===== src/rtl/branch_pkg.sv =====
// Shared definitions for the LEGv8 branch decode stage: opcodes, condition
// codes, reset instruction and the enums used by the decode controller.
package branch_pkg;

  localparam logic [31:0] NOP_WORD = 32'h8B1F03FF;  // ADD XZR,XZR,XZR

  localparam logic [5:0]  OP_B     = 6'b000101;
  localparam logic [5:0]  OP_BL    = 6'b100101;
  localparam logic [7:0]  OP_CBZ   = 8'b10110100;
  localparam logic [7:0]  OP_BCOND = 8'b01010100;
  localparam logic [10:0] OP_BR    = 11'b11010110000;

  localparam logic [3:0] COND_EQ = 4'h0;
  localparam logic [3:0] COND_NE = 4'h1;
  localparam logic [3:0] COND_GE = 4'hA;
  localparam logic [3:0] COND_LT = 4'hB;
  localparam logic [3:0] COND_GT = 4'hC;
  localparam logic [3:0] COND_LE = 4'hD;

  typedef enum logic [1:0] {
    BR_SEQ = 2'b00,
    BR_REL = 2'b01,
    BR_ABS = 2'b10
  } br_sel_e;

  typedef enum logic [1:0] {
    RUN        = 2'b00,
    WAIT_FLAGS = 2'b01,
    WAIT_OPND  = 2'b10
  } state_e;

  typedef struct packed {
    logic is_b;      // B or BL
    logic is_cbz;
    logic is_bcond;
    logic is_br;
  } br_kind_t;

  function automatic br_kind_t decode_branch(input logic [31:0] insn);
    br_kind_t k;
    k.is_b     = (insn[31:26] == OP_B) || (insn[31:26] == OP_BL);
    k.is_cbz   = (insn[31:24] == OP_CBZ);
    k.is_bcond = (insn[31:24] == OP_BCOND);
    k.is_br    = (insn[31:21] == OP_BR);
    return k;
  endfunction

endpackage


===== src/rtl/branch_decode_ctrl_cond_eval.sv =====
// Evaluates a B.cond condition code against the NZVC flags. Only the
// signed/equality conditions are supported; everything else is not taken.
module cond_eval
  import branch_pkg::*;
(
  input  logic [3:0] cond,
  input  logic       n,
  input  logic       z,
  input  logic       v,
  input  logic       c,
  output logic       taken
);

  // The condition table uses no carry term, so C feeds only this sink.
  logic carry_unused;
  assign carry_unused = c;

  // Condition table lookup.
  always_comb begin
    taken = 1'b0;
    case (cond)
      COND_EQ: taken = z;
      COND_NE: taken = !z;
      COND_GE: taken = (n == v);
      COND_LT: taken = (n != v);
      COND_GT: taken = !z && (n == v);
      COND_LE: taken = z || (n != v);
      default: taken = 1'b0;
    endcase
  end

endmodule


===== src/rtl/branch_decode_ctrl_dff.sv =====
// Parametrised D flip-flop bank with load enable and asynchronous
// active-low reset to a configurable value.
module branch_decode_ctrl_dff #(
  parameter int           W       = 8,
  parameter logic [W-1:0] RST_VAL = '0
) (
  input  logic         clk,
  input  logic         reset,
  input  logic         en,
  input  logic [W-1:0] d,
  output logic [W-1:0] q
);

  // Load d when enabled, otherwise hold.
  always_ff @(posedge clk or negedge reset) begin
    if (!reset) begin
      q <= RST_VAL;
    end else if (en) begin
      q <= d;
    end else begin
      q <= q;
    end
  end

endmodule


===== src/rtl/branch_decode_ctrl.sv =====
// Decode-stage branch controller: owns the IF/ID register, decodes LEGv8
// branches and steers the fetch stage's next-PC mux. Hazards stall by
// pointing fetch back at its own PC rather than gating the PC register.
module branch_decode_ctrl #(
  parameter logic [31:0] NOP_WORD = branch_pkg::NOP_WORD,
  parameter int          PC_W     = 64
) (
  input  logic            clk,
  input  logic            reset,
  input  logic [31:0]     instruction,
  input  logic [PC_W-1:0] pc_in,
  input  logic            flagWriteEX,
  input  logic            aluNeg,
  input  logic            aluZero,
  input  logic            aluOvf,
  input  logic            aluCarry,
  input  logic [PC_W-1:0] rtValue,
  input  logic            rtValid,
  output logic [1:0]      brTaken,
  output logic            uncondBr,
  output logic [18:0]     condAddr19,
  output logic [25:0]     condAddr26,
  output logic [PC_W-1:0] forwardCtrlOneOutput,
  output logic [31:0]     ifid_instruction,
  output logic [PC_W-1:0] ifid_pc,
  output logic            stall
);

  import branch_pkg::*;

  logic [31+PC_W:0] ifid_q_s;
  logic [31:0]      ifid_instr_r;
  logic [PC_W-1:0]  ifid_pc_r;
  br_kind_t         kind_s;
  logic             cond_hit_s;
  logic             cond_taken_s;
  logic             flag_hazard_s;
  logic             opnd_hazard_s;
  logic             hold_s;
  state_e           state_r;
  state_e           state_nxt_s;
  br_sel_e          br_sel_s;
  logic             uncond_s;
  logic [PC_W-1:0]  fwd_s;

  branch_decode_ctrl_dff #(
    .W       (32 + PC_W),
    .RST_VAL ({NOP_WORD, {PC_W{1'b0}}})
  ) u_ifid (
    .clk   (clk),
    .reset (reset),
    .en    (!hold_s),
    .d     ({instruction, pc_in}),
    .q     (ifid_q_s)
  );

  assign ifid_instr_r = ifid_q_s[31+PC_W:PC_W];
  assign ifid_pc_r    = ifid_q_s[PC_W-1:0];
  assign kind_s       = decode_branch(ifid_instr_r);

  cond_eval u_cond (
    .cond  (ifid_instr_r[3:0]),
    .n     (aluNeg),
    .z     (aluZero),
    .v     (aluOvf),
    .c     (aluCarry),
    .taken (cond_hit_s)
  );

  // cond[4] set is outside the supported table, so it never branches.
  assign cond_taken_s  = cond_hit_s && !ifid_instr_r[4];
  assign flag_hazard_s = kind_s.is_bcond && flagWriteEX;
  assign opnd_hazard_s = (kind_s.is_cbz || kind_s.is_br) && !rtValid;
  // WAIT_FLAGS deliberately never stalls: the flags are final by then.
  assign hold_s = ((state_r == RUN) && (flag_hazard_s || opnd_hazard_s)) ||
                  ((state_r == WAIT_OPND) && !rtValid);

  // FSM state register.
  always_ff @(posedge clk or negedge reset) begin
    if (!reset) begin
      state_r <= RUN;
    end else begin
      state_r <= state_nxt_s;
    end
  end

  // Next-state logic: remember which hazard is being waited out.
  always_comb begin
    state_nxt_s = RUN;
    case (state_r)
      RUN: begin
        if (flag_hazard_s) begin
          state_nxt_s = WAIT_FLAGS;
        end else if (opnd_hazard_s) begin
          state_nxt_s = WAIT_OPND;
        end else begin
          state_nxt_s = RUN;
        end
      end
      WAIT_FLAGS: state_nxt_s = RUN;
      WAIT_OPND: begin
        if (!rtValid) begin
          state_nxt_s = WAIT_OPND;
        end else begin
          state_nxt_s = RUN;
        end
      end
      default: state_nxt_s = RUN;
    endcase
  end

  // Next-PC steering: hold fetch on a stall, otherwise resolve the branch.
  always_comb begin
    br_sel_s = BR_SEQ;
    uncond_s = 1'b0;
    fwd_s    = {PC_W{1'b0}};
    if (hold_s) begin
      br_sel_s = BR_ABS;
      fwd_s    = pc_in;
    end else if (kind_s.is_b) begin
      br_sel_s = BR_REL;
      uncond_s = 1'b1;
    end else if (kind_s.is_cbz) begin
      br_sel_s = (rtValue == {PC_W{1'b0}}) ? BR_REL : BR_SEQ;
    end else if (kind_s.is_bcond) begin
      br_sel_s = cond_taken_s ? BR_REL : BR_SEQ;
    end else if (kind_s.is_br) begin
      br_sel_s = BR_ABS;
      fwd_s    = rtValue;
    end else begin
      br_sel_s = BR_SEQ;
    end
  end

  assign brTaken              = br_sel_s;
  assign uncondBr             = uncond_s;
  assign forwardCtrlOneOutput = fwd_s;
  assign stall                = hold_s;
  assign condAddr19           = ifid_instr_r[23:5];
  assign condAddr26           = ifid_instr_r[25:0];
  assign ifid_instruction     = ifid_instr_r;
  assign ifid_pc              = ifid_pc_r;

endmodule


===== config.mk =====
export PLATFORM = sky130hd
export DESIGN_NAME = branch_decode_ctrl
export DESIGN_NICKNAME = d
export VERILOG_FILES = /design/src/rtl/branch_pkg.sv /design/src/rtl/branch_decode_ctrl_cond_eval.sv /design/src/rtl/branch_decode_ctrl_dff.sv /design/src/rtl/branch_decode_ctrl.sv
export SDC_FILE = /design/constraint.sdc
export NUM_CORES = 1
export LEC_CHECK = 0
export CAP_MARGIN = 30
export CORE_AREA = 2 2 145 147
export DETAILED_ROUTE_END_ITERATION = 7
export DIE_AREA = 0 0 147 149
export GPL_TIMING_DRIVEN = 0
export HOLD_SLACK_MARGIN = 0.03
export SLEW_MARGIN = 20
export SYNTH_ARGS = -nofsm -noshare
export SYNTH_HDL_FRONTEND = slang
export SYNTH_HIERARCHICAL = 1
export SYNTH_SLANG_ARGS = --single-unit

===== constraint.sdc =====
create_clock -name clk -period 3 [get_ports clk]
set_input_delay 0.9 -clock clk [delete_from_list [all_inputs] [get_ports clk]]
set_output_delay 0.9 -clock clk [all_outputs]
set_load 0.02 [all_outputs]

### Word-level counts from Yosys, hierarchy flattened

Index checks and enable logic that the tools add are counted.

| word-level totals | value |
|---|---|
| register bits | 98 |
| latch bits | 0 |
| RAM bits | 0 |
| bits in read-only memories | 0 |
| input port bits | 168 |
| output and inout port bits | 209 |
| memories kept | 0 |

| operators by class | value |
|---|---|
| $add $sub $neg | 0 |
| multipliers | 0 |
| div/mod/pow operators | 0 |
| magnitude comparators | 0 |
| equality and inequality tests | 13 |
| shift operators | 0 |
| muxes and demuxes | 19 |
| bitwise logic cells | 0 |
| reductions and logical operators | 17 |

Operators by type and width:

| kind | count |
|---|---|
| two-way mux 64 bit | 5 |
| logical NOT 64 bit | 1 |
| == test 4 bit, second input constant | 4 |
| two-way mux 2 bit | 8 |
| == test 11 bit, second input constant | 1 |
| == test 8 x 7 -> 1 bit, second input constant | 1 |
| == test 8 bit, second input constant | 1 |
| == test 6 x 3 -> 1 bit, second input constant | 1 |
| == test 6 bit, second input constant | 1 |
| logical AND 1 bit | 6 |
| one-hot mux 1 bit (6 select lines) | 1 |
| logical OR 1 bit | 5 |
| == test 4 x 1 -> 1 bit, second input constant | 1 |
| logical NOT 4 bit | 1 |
| two-way mux 1 bit | 4 |
| one-hot mux 2 bit (2 select lines) | 1 |
| logical NOT 1 bit | 3 |
| == test 2 bit, second input constant | 1 |
| logical NOT 2 bit | 1 |
| == test 1 bit | 1 |
| != test 1 bit | 1 |

### Depth between registers and ports, before layout

Gate-level depths: netlist of the first run.

| logic depth | value |
|---|---|
| depth after elaboration | 9 |
| depth in mapped cells | 8 |
| mapped depth without buffers | 8 |

### By module

Netlist of the first run, hierarchy kept.

Modules (own cells, without submodules):

| module | instances | cells each | area each (sq um) |
|---|---|---|---|
| branch_decode_ctrl_dff | 1 | 203 | 3788.6 |
| branch_decode_ctrl | 1 | 169 | 1343.8 |
| cond_eval | 1 | 11 | 75.1 |

### Worst setup path after synthesis of the first run

No wires, ideal clock.

| timing path | value |
|---|---|
| kind | input to output |
| start point | input aluOvf |
| end point | output brTaken[0] |
| arrival time | 2081 ps |
| path slack | 19 ps |
| cell stages on the path | 8 |
| path buffers | 0 |
| path through | xor2_1 o21ai_1 o211ai_1 a32o_2 nand2b_1 o21ai_0 nand2_1 a21oi_1 |

| on the way | value |
|---|---|
| longest elaborated chain between the ends | 9 |
| elaborated cells on any way between the ends | 11 |
| those cells by class | 2 x eq/ne; 6 x mux; 3 x reduce/logical |

RTL lines:

| what | RTL line | RTL |
|---|---|---|
| from (decl) | branch_decode_ctrl.sv:15 | `input logic aluOvf,` |
| != test 1 bit or == test 1 bit (tied branches) | - |  |
| logical OR 1 bit or logical AND 1 bit (tied branches) | branch_decode_ctrl_cond_eval.sv:27, branch_decode_ctrl_cond_eval.sv:26 |  |
| one-hot mux 1 bit (6 select lines) (*) | branch_decode_ctrl_cond_eval.sv:21 | `case (cond)` |
| via cond_hit_s | branch_decode_ctrl.sv:35 | `logic cond_hit_s;` |
| logical AND 1 bit (*) | branch_decode_ctrl.sv:71 | `assign cond_taken_s = cond_hit_s && !ifid_instr_r[4];` |
| two-way mux 1 bit (*) | branch_decode_ctrl.sv:126 | `br_sel_s = cond_taken_s ? BR_REL : BR_SEQ;` |
| two-way mux 2 bit (*) | branch_decode_ctrl.sv:125 | `end else if (kind_s.is_bcond) begin` |
| two-way mux 2 bit (*) | branch_decode_ctrl.sv:123 | `end else if (kind_s.is_cbz) begin` |
| two-way mux 2 bit (*) | branch_decode_ctrl.sv:120 | `end else if (kind_s.is_b) begin` |
| two-way mux 2 bit (*) | branch_decode_ctrl.sv:117 | `if (hold_s) begin` |
| to (decl) | branch_decode_ctrl.sv:19 | `output logic [1:0] brTaken,` |

The timed path passes the listed nets; every way through them passes the cells marked *.

### Worst setup path after layout of the first run

| timing path | value |
|---|---|
| start point | register u_ifid.q[93] |
| end point | output forwardCtrlOneOutput[0] |

| on the way | value |
|---|---|
| longest elaborated chain between the ends | 7 |
| elaborated cells on any way between the ends | 17 |
| those cells by class | 5 x eq/ne; 5 x mux; 7 x reduce/logical |

RTL lines:

| what | RTL line | RTL |
|---|---|---|
| from (decl) | branch_decode_ctrl_dff.sv:11 | `output logic [W-1:0] q` |
| from (signal assigned) | branch_decode_ctrl_dff.sv:21 | `q <= q;` |
| branches (longest 6 deep; another with two-way mux 64 bit) | - |  |
| two-way mux 64 bit (*) | branch_decode_ctrl.sv:117 |  |
| to (decl) | branch_decode_ctrl.sv:23 | `output logic [PC_W-1:0] forwardCtrlOneOutput,` |

Every way passes the cells marked *.

==> metrics.md, run 1 <==
| Metric | Value |
|---|---|
| Final WL | `22.4 mm` |
| Power share of the clock group | `0.339` |
| EDFF count, synth | `0` |
| Most frequent cells in the layout | `clkdlybuf4s50_1 (254), buf_4 (73), dfrtp_1 (73), buf_6 (66), a22o_1 (60)` |
| Worst slew pin tran | `roughly 0.53 ns` |
| Commonest non-fill, non-tap cell in the layout | `clkdlybuf4s50_1` |
| Layout area overhead | `99.4%` |
| Leak pwr | `0.00467 uW` |
| Worst-Skew Late Latency | `0.35 ns` |
| Die ar. | `21900 sq um` |
| Layout Nets | `966` |
| Sequential Power Share | `0.415` |
| Unrepaired setup endpoints after global routing | `yes` |
| Seq/Total Area, Yosys | `0.475` |
| YS warnings | `6` |
| Final Skew | `0.00589 ns` |
| Met2 Usage GRT | `0.349` |
| Status | `complete, but fails checks` |
| Core area | `20600 sq um` |
| Hold-fix buffers, CTS | `0` |
| Vias in the first global route | `5280` |
| Root Driver | `clkbuf_16` |
| Max Buffers Root-to-Sink | `2` |
| Cells after DPL | `around 1.0k` |
| Antenna diodes | `0` |
| Ys flop type | `dfrtp_1` |
| Sw frac | `0.269` |
| Cell Area, Synth | `5210 sq um` |
| Post-DR wirelength/cell | `roughly 21 microns` |
| Final period util | `1.14` |
| Chip height | `between 100 and 150 microns` |
| WP data arrival | `2.52 ns` |
| Critical Path RT | `2.10 ns` |
| Slew HR | `0.649` |
| #FFs+latches synth | `98` |
| GRT Max-Usage Layer | `met2` |
| Post-DRT Antenna Nets | `0` |
| Count of cell types in the netlist | `38` |
| Crit start category | `register` |
| CTS tree | `yes` |
| Clock sink count | `98` |
| Final setup fails | `68` |
| Power share of the combinational group | `0.246` |
| M1 GR Usage | `0.236` |
| Initial antenna violation count | `0` |
| PnR worst setup slack | `-0.418 ns` |
| Met3 usage | `0.0434` |
| Reg clk slew, reported paths | `0.07 ns` |
| I/O pin count | `between 300 and 400` |
| Max rail drop VDD | `roughly 0.00026 V` |
| Multi-input logic area | `2440 sq um` |
| Die Wd | `147 microns` |
| Initial cell density of the core | `0.253` |
| Number of fill cells | `about 1.8k` |
| Reg area | `2480 sq um` |
| # DRC | `0` |
| H-tree depth | `3` |
| Synth Net Count | `about 550` |
| Gate Count Post-Synth | `383` |
| Fin. Hold Viols | `0` |
| Non-Filler Instances | `between 1k and 1.5k` |
| Final Max Slew Viols | `0` |
| Via density | `4.60` |
| 1st-iter DRT viols | `163` |
| Layout cells sized above 1 | `0.431` |
| RD Place Congestion | `0.831` |
| First-pass GRT wire length | `~32 mm` |
| Worst-path maximum fanout | `10` |
| Psw | `948 uW` |
| CTS buffer count | `9` |
| Setup CP Type | `reg -> out` |
| Power Dens Cells | `340 nW/um^2` |
| Hold Path Class | `in -> async` |
| Pin count of the biggest net entering global routing | `53` |
| Setup TNS | `-24.09 ns` |
| Port Buf Inserts | `375` |
| Rows | `53` |
| Final HPWL DP | `approximately 17 mm` |
| Total of max-cap violations | `0` |
| GRT Util Overall | `0.196` |
| Ys async rst share | `1.00` |
| Total number of vias | `4960` |
| Internal | `roughly 2600 uW` |
| Maximum clock rate | `0.293 GHz` |
| Overflow after GRT | `0` |
| Crit path time final | `approximately 3.4 ns` |
| Failing checks | `setup timing` |
| Drt pass-1 iters | `4` |
| Syn_area_per_cell | `13.6 sq um` |
| CP Capture Type | `primary output` |
==> layer usage <==
layer  part of all wire  wire length [microns]
met3              0.069                   1540
met5                  0                      0
met1               0.40                   8890
met4              0.024                    529
met2               0.51                  11400
==> worst max-delay path, cell delays in order, from the launching register on <==
cell and delay (ns):
dfrtp_2 0.43, and4bb_2 0.36, nand4_1 0.12, buf_6 0.15
a311oi_4 0.36, nor2_4 0.08, clkinv_4 0.09, buf_12 0.14
buf_8 0.14, a22o_1 0.18, buf_6 0.13
==> worst paths after layout <==
path | from | to | slack (ns) | cells past startpoint
min reg2reg | u_ifid/q[34] | u_ifid/q[34] | 0.51 | 1
max | u_ifid/q[93] | forwardCtrlOneOutput[0] | -0.42 | 10
min | reset | u_ifid/q[27] | 0.49 | 1
min in group clk | u_ifid/q[34] | u_ifid/q[34] | 0.51 | 1
max reg2reg | u_ifid/q[93] | u_ifid/q[74] | 0.39 | 11
max in group asynchronous | reset | u_ifid/q[72] | 1.82 | 2
==> final cells by class <==
| type | instances | share of cell area |
|---|---|---|
| buffer | 69 | 0.0606 |
| clock buffer | 10 | 0.0230 |
| clock inverter | 6 | 0.00627 |
| inverter | 3 | 0.00157 |
| multi-input combinational | 213 | 0.235 |
| sequential | 98 | 0.239 |
| tap | 275 | 0.0331 |
| timing repair buffer | 404 | 0.401 |
==> kinds of logic (layout without fill, tap and decap cells) <==
family,count (synthesis),in the layout,synth area share
flip-flops,98,98,0.475
AND/OR/NAND/NOR,43,43,0.0538
multiplexers,96,96,0.236
buffers and inverters,72,492,0.109
XOR/XNOR,2,2,0.00336
AO/OA/AOI/OAI,72,72,0.122
==> through the flow <==
stage	hold WS [ns]	total power [uW]	setup slack, ns	instance area (sq um)	utilization
final	0.490	3530	-0.418	10400	0.505
after global routing	0.521	3680	-0.551	10400	0.505
after CTS	0.502	3570	-0.483	10200	0.494
after detailed placement	0.494	2330	-1.55	9340	0.454
after global placement	0.491	2310	-2.82	9310	0.453
after floorplan	0.485	1780	0.0193	5210	-
==> cells in the mapped netlist (all sizes together), types with 2 or more instances <==
library cell  instances  area (sq um)
nand2                 3          11.3
nand4                 5          31.3
a22o                 64           561
o21ai                 2          10.0
nor3                  2          10.0
nor4                 18           113
a21oi                 2          10.0
xor2                  2          17.5
nor2                  4          17.5
clkbuf                6          22.5
dfrtp                79          1980
dfstp                19           499
nand3b                2          27.5
buf                  63           536
mux2                 96          1230
inv                   3          11.3
==> timing repair <==
action                     in CTS  in global routing
setup endpoints to repair      68                 68
cloned                          3                  1
buffers inserted               15                 11
pin swaps                      52                 44
resized for setup             488                 67
==> flip-flops by register name, summed over array words and instances, names as in the netlist <==
signal / cells
u_ifid/q: 96
state_r: 2
==> power groups by stage <==
stage	logic (uW)	clock network, uW	registers (uW)
6_report	868	1200	1460
5_1_grt	909	1300	1470
4_1_cts	864	1250	1460
3_5_place_dp	843	0	1490
3_3_place_gp	831	0	1480
2_1_floorplan	212	0	1570
No activity file was read; power rests on OpenSTA's default activity.
==> run 2: changes to the inputs <==
--- a/config.mk
+++ b/config.mk
@@ -7,7 +7,7 @@
 export LEC_CHECK = 0
 export CAP_MARGIN = 30
-export CORE_AREA = 2 2 145 147
+export CORE_AREA = 2 2 147 149
 export DETAILED_ROUTE_END_ITERATION = 7
-export DIE_AREA = 0 0 147 149
+export DIE_AREA = 0 0 149 151
 export GPL_TIMING_DRIVEN = 0
 export HOLD_SLACK_MARGIN = 0.03
==> constraint.sdc (replaced) <==
create_clock -name clk -period 4.35 [get_ports clk]
set_input_delay 0.87 -clock clk [delete_from_list [all_inputs] [get_ports clk]]
set_output_delay 0.87 -clock clk [all_outputs]
set_load 0.02 [all_outputs]
==> metrics.md, run 2 (synthesized netlist as in run 1, its figures left out) <==
| Metric | Value |
|---|---|
| Crit start category | `input port (was register)` |
| RD Place Congestion | `0.851 (was 0.831)` |
| R2R depth | `8 (was 11)` |
| Total number of vias | `4826 (was 4960)` |
| Worst-Skew Late Latency | `0.35 ns (about the same)` |
| Most frequent cells in the layout | `clkdlybuf4s50_1 (374), dfrtp_1 (79), a22o_1 (64), mux2_2 (56), buf_4 (45) (was clkdlybuf4s50_1 (254), buf_4 (73), dfrtp_1 (73), buf_6 (66), a22o_1 (60))` |
| Root Driver | `clkbuf_16 (unchanged)` |
| Post-DRT Antenna Nets | `0 (unchanged)` |
| I/O pin count | `377 (unchanged)` |
| Max rail drop VDD | `0.000161 V (was 0.000260 V)` |
| WP data arrival | `3.33 ns (was 2.52 ns)` |
| Setup TNS | `0 ns (was -24.09 ns)` |
| CTS tree | `yes (unchanged)` |
| GRT Util Overall | `0.191 (was 0.196)` |
| Reg clk slew, reported paths | `0.07 ns (about the same)` |
| Critical path's slowest cell | `clkdlybuf4s50_1 (was dfrtp_2)` |
| Leak pwr | `0.00398 uW (was 0.00467 uW)` |
| Max Buffers Root-to-Sink | `2 (unchanged)` |
| Final Skew | `0.00782 ns (was 0.00589 ns)` |
| Post-DR wirelength/cell | `21.2 microns (was 20.7 microns)` |
| Clock sink count | `98 (unchanged)` |
| Min Hold Slack | `0.458 ns (was 0.490 ns)` |
| Port Buf Inserts | `375 (unchanged)` |
| # DRC | `0 (unchanged)` |
| FF-to-FF Start | `u_ifid/q[86] (was u_ifid/q[93])` |
| Critical Path RT | `3.48 ns (was 2.10 ns)` |
| Register with the most flip-flops | `u_ifid/q (unchanged)` |
| Total of max-cap violations | `0 (unchanged)` |
| Vias in the first global route | `5161 (was 5280)` |
| First-pass GRT wire length | `31.7 mm (was 32.2 mm)` |
| R2r setup slk | `1.84 ns (was 0.39 ns)` |
| Layout Utilization | `0.462 (was 0.505)` |
| Final Max Slew Viols | `0 (unchanged)` |
| Final setup fails | `0 (was 68)` |
| Initial antenna violation count | `0 (unchanged)` |
| 1st-iter DRT viols | `123 (was 163)` |
| Critical R2R Capture | `u_ifid/q[62] (was u_ifid/q[74])` |
| Status | `finished, final reports clean (was complete, but fails checks)` |
| Most used cell, CP | `clkdlybuf4s50_1 (was buf_6)` |
| CTS buffer count | `9 (unchanged)` |
| Core area | `20800 sq um (was 20600 sq um)` |
| Final period util | `0.965` |
| Drt pass-1 iters | `4 (unchanged)` |
| Critical path cell sequence | `clkdlybuf4s50_1 > nor4_1 > nand4_1 > nor3_1 > nand2_1 > a21oi_1 > clkdlybuf4s50_1 (was and4bb_2 > nand4_1 > buf_6 > a311oi_4 > nor2_4 > clkinv_4 > buf_12 > buf_8 > a22o_1 > buf_6)` |
| Layout area overhead | `84.8% (was 99.4%)` |
| Layout Nets | `938 (was 966)` |
| Chip height | `151 microns (was 149 microns)` |
| Setup CP Type | `in -> out (was reg -> out)` |
| CP Capture Type | `primary output (unchanged)` |
| Commonest non-fill, non-tap cell in the layout | `clkdlybuf4s50_1 (unchanged)` |
| Worst slew pin tran | `0.668 ns (was 0.526 ns)` |
| Power Dens Cells | `246 nW/um^2 (was 340 nW/um^2)` |
| Die Wd | `149 microns (was 147 microns)` |
| Hold Path Class | `in -> async (unchanged)` |
| H-tree depth | `3 (unchanged)` |
| Post-route cell area | `9630 sq um (was 10400 sq um)` |
| Final WL | `22.3 mm (was 22.4 mm)` |
| Via density | `4.60 (about the same)` |
| Hold-fix buffers, CTS | `0 (unchanged)` |
| Layout cells sized above 1 | `0.265 (was 0.431)` |
| Maximum clock rate | `0.238 GHz` |
| Unrepaired setup endpoints after global routing | `no (was yes)` |
| Rows | `53 (unchanged)` |
| Die ar. | `22500 sq um (was 21900 sq um)` |
| Max reg flops | `96 (unchanged)` |
| Post-placement cell area | `9340 sq um (unchanged)` |
| Slew HR | `0.550 (was 0.649)` |
| Max stage delay on crit path | `0.66 ns (was 0.43 ns)` |
| Fin. Hold Viols | `0 (unchanged)` |
| Antenna diodes | `0 (unchanged)` |
| Top flop regs | `u_ifid/q: 96 flops, state_r: 2 flops (unchanged)` |
| Worst-path maximum fanout | `2 (was 10)` |
| Final HPWL DP | `17.9 mm (was 17.1 mm)` |
| Crit path time final | `4.20 ns` |
| Pin count of the biggest net entering global routing | `52 (was 53)` |
| Initial cell density of the core | `0.250 (was 0.253)` |
| Overflow after GRT | `0 (unchanged)` |
## run 2: cell count changes in the layout (fill, tap and decap cells not counted), sizes merged
cell,change
clkdlybuf4s15,-4
clkdlybuf4s50,+120
dlygate4sd2,-20
buf,-98
inv,+1
bufinv,-1
clkinv,-1
dlymetal6s2s,-25
## run 2: worst max-delay path by stage
| stage | slack, ns | to | from | cells after the start |
|---|---|---|---|---|
| 2_1_floorplan | 1.41 | forwardCtrlOneOutput[20] | u_ifid/q[95] | 7 |
| 3_3_place_gp | -1.44 | u_ifid/q[43] | reset | 1 |
| 3_5_place_dp | -0.25 | forwardCtrlOneOutput[54] | rtValid | 6 |
| 4_1_cts | 0.04 | forwardCtrlOneOutput[61] | u_ifid/q[86] | 6 |
| 5_1_grt | 0.02 | forwardCtrlOneOutput[61] | u_ifid/q[86] | 9 |
| 6_report | 0.15 | brTaken[0] | rtValue[27] | 7 |
## run 2: metal layers
metal / vias to the layer above / share of wire / global-route usage
li1: 2186 / - / -
met1: 2346 / 0.39 / 0.225
met2: 270 / 0.50 / 0.332
met3: 24 / 0.091 / 0.0593
met4: 0 / 0.018 / 0.0600
met5: - / 0 / 0
## run 2: timing repair
item,CTS,global route
setup endpoints to repair,39,1
gates resized for setup,2,2
pin swaps,0,0
hold endpoints to repair,0,0
buffers inserted,0,0
## run 2: layout make-up
type                       instances  area [sq um]
tap                              275           344
buffer                            69           561
timing repair buffer             376          3780
multi-input combinational        213          2170
sequential                        98          2480
fill                            1922         11200
inverter                           3          11.3
clock inverter                     5          38.8
clock buffer                      11           243
## run 2: power breakdown
group,leakage (uW),switching [uW],internal (uW)
clock,0.000136,367,408
combinational,0.00272,233,347
sequential,0.00112,40.2,969
total,0.00398,640,1720
## run 2: worst max-delay path, delay by kind of cell
kind,cells,cell delay (ns)
AND/OR/NAND/NOR,4,1.14
buffers and inverters,2,1.17
AO/OA/AOI/OAI,1,0.14
## run 2: per-stage QoR
| step | std cells | power, uW | worst slack (ns) |
|---|---|---|---|
| detailed placement | 1034 | 1610 | -0.245 |
| global placement | 1033 | 1600 | -1.44 |
| global route | 1050 | 2470 | 0.0171 |
| floorplan | 383 | 1230 | 1.41 |
| finish | 1050 | 2360 | 0.151 |
| CTS | 1050 | 2410 | 0.0381 |
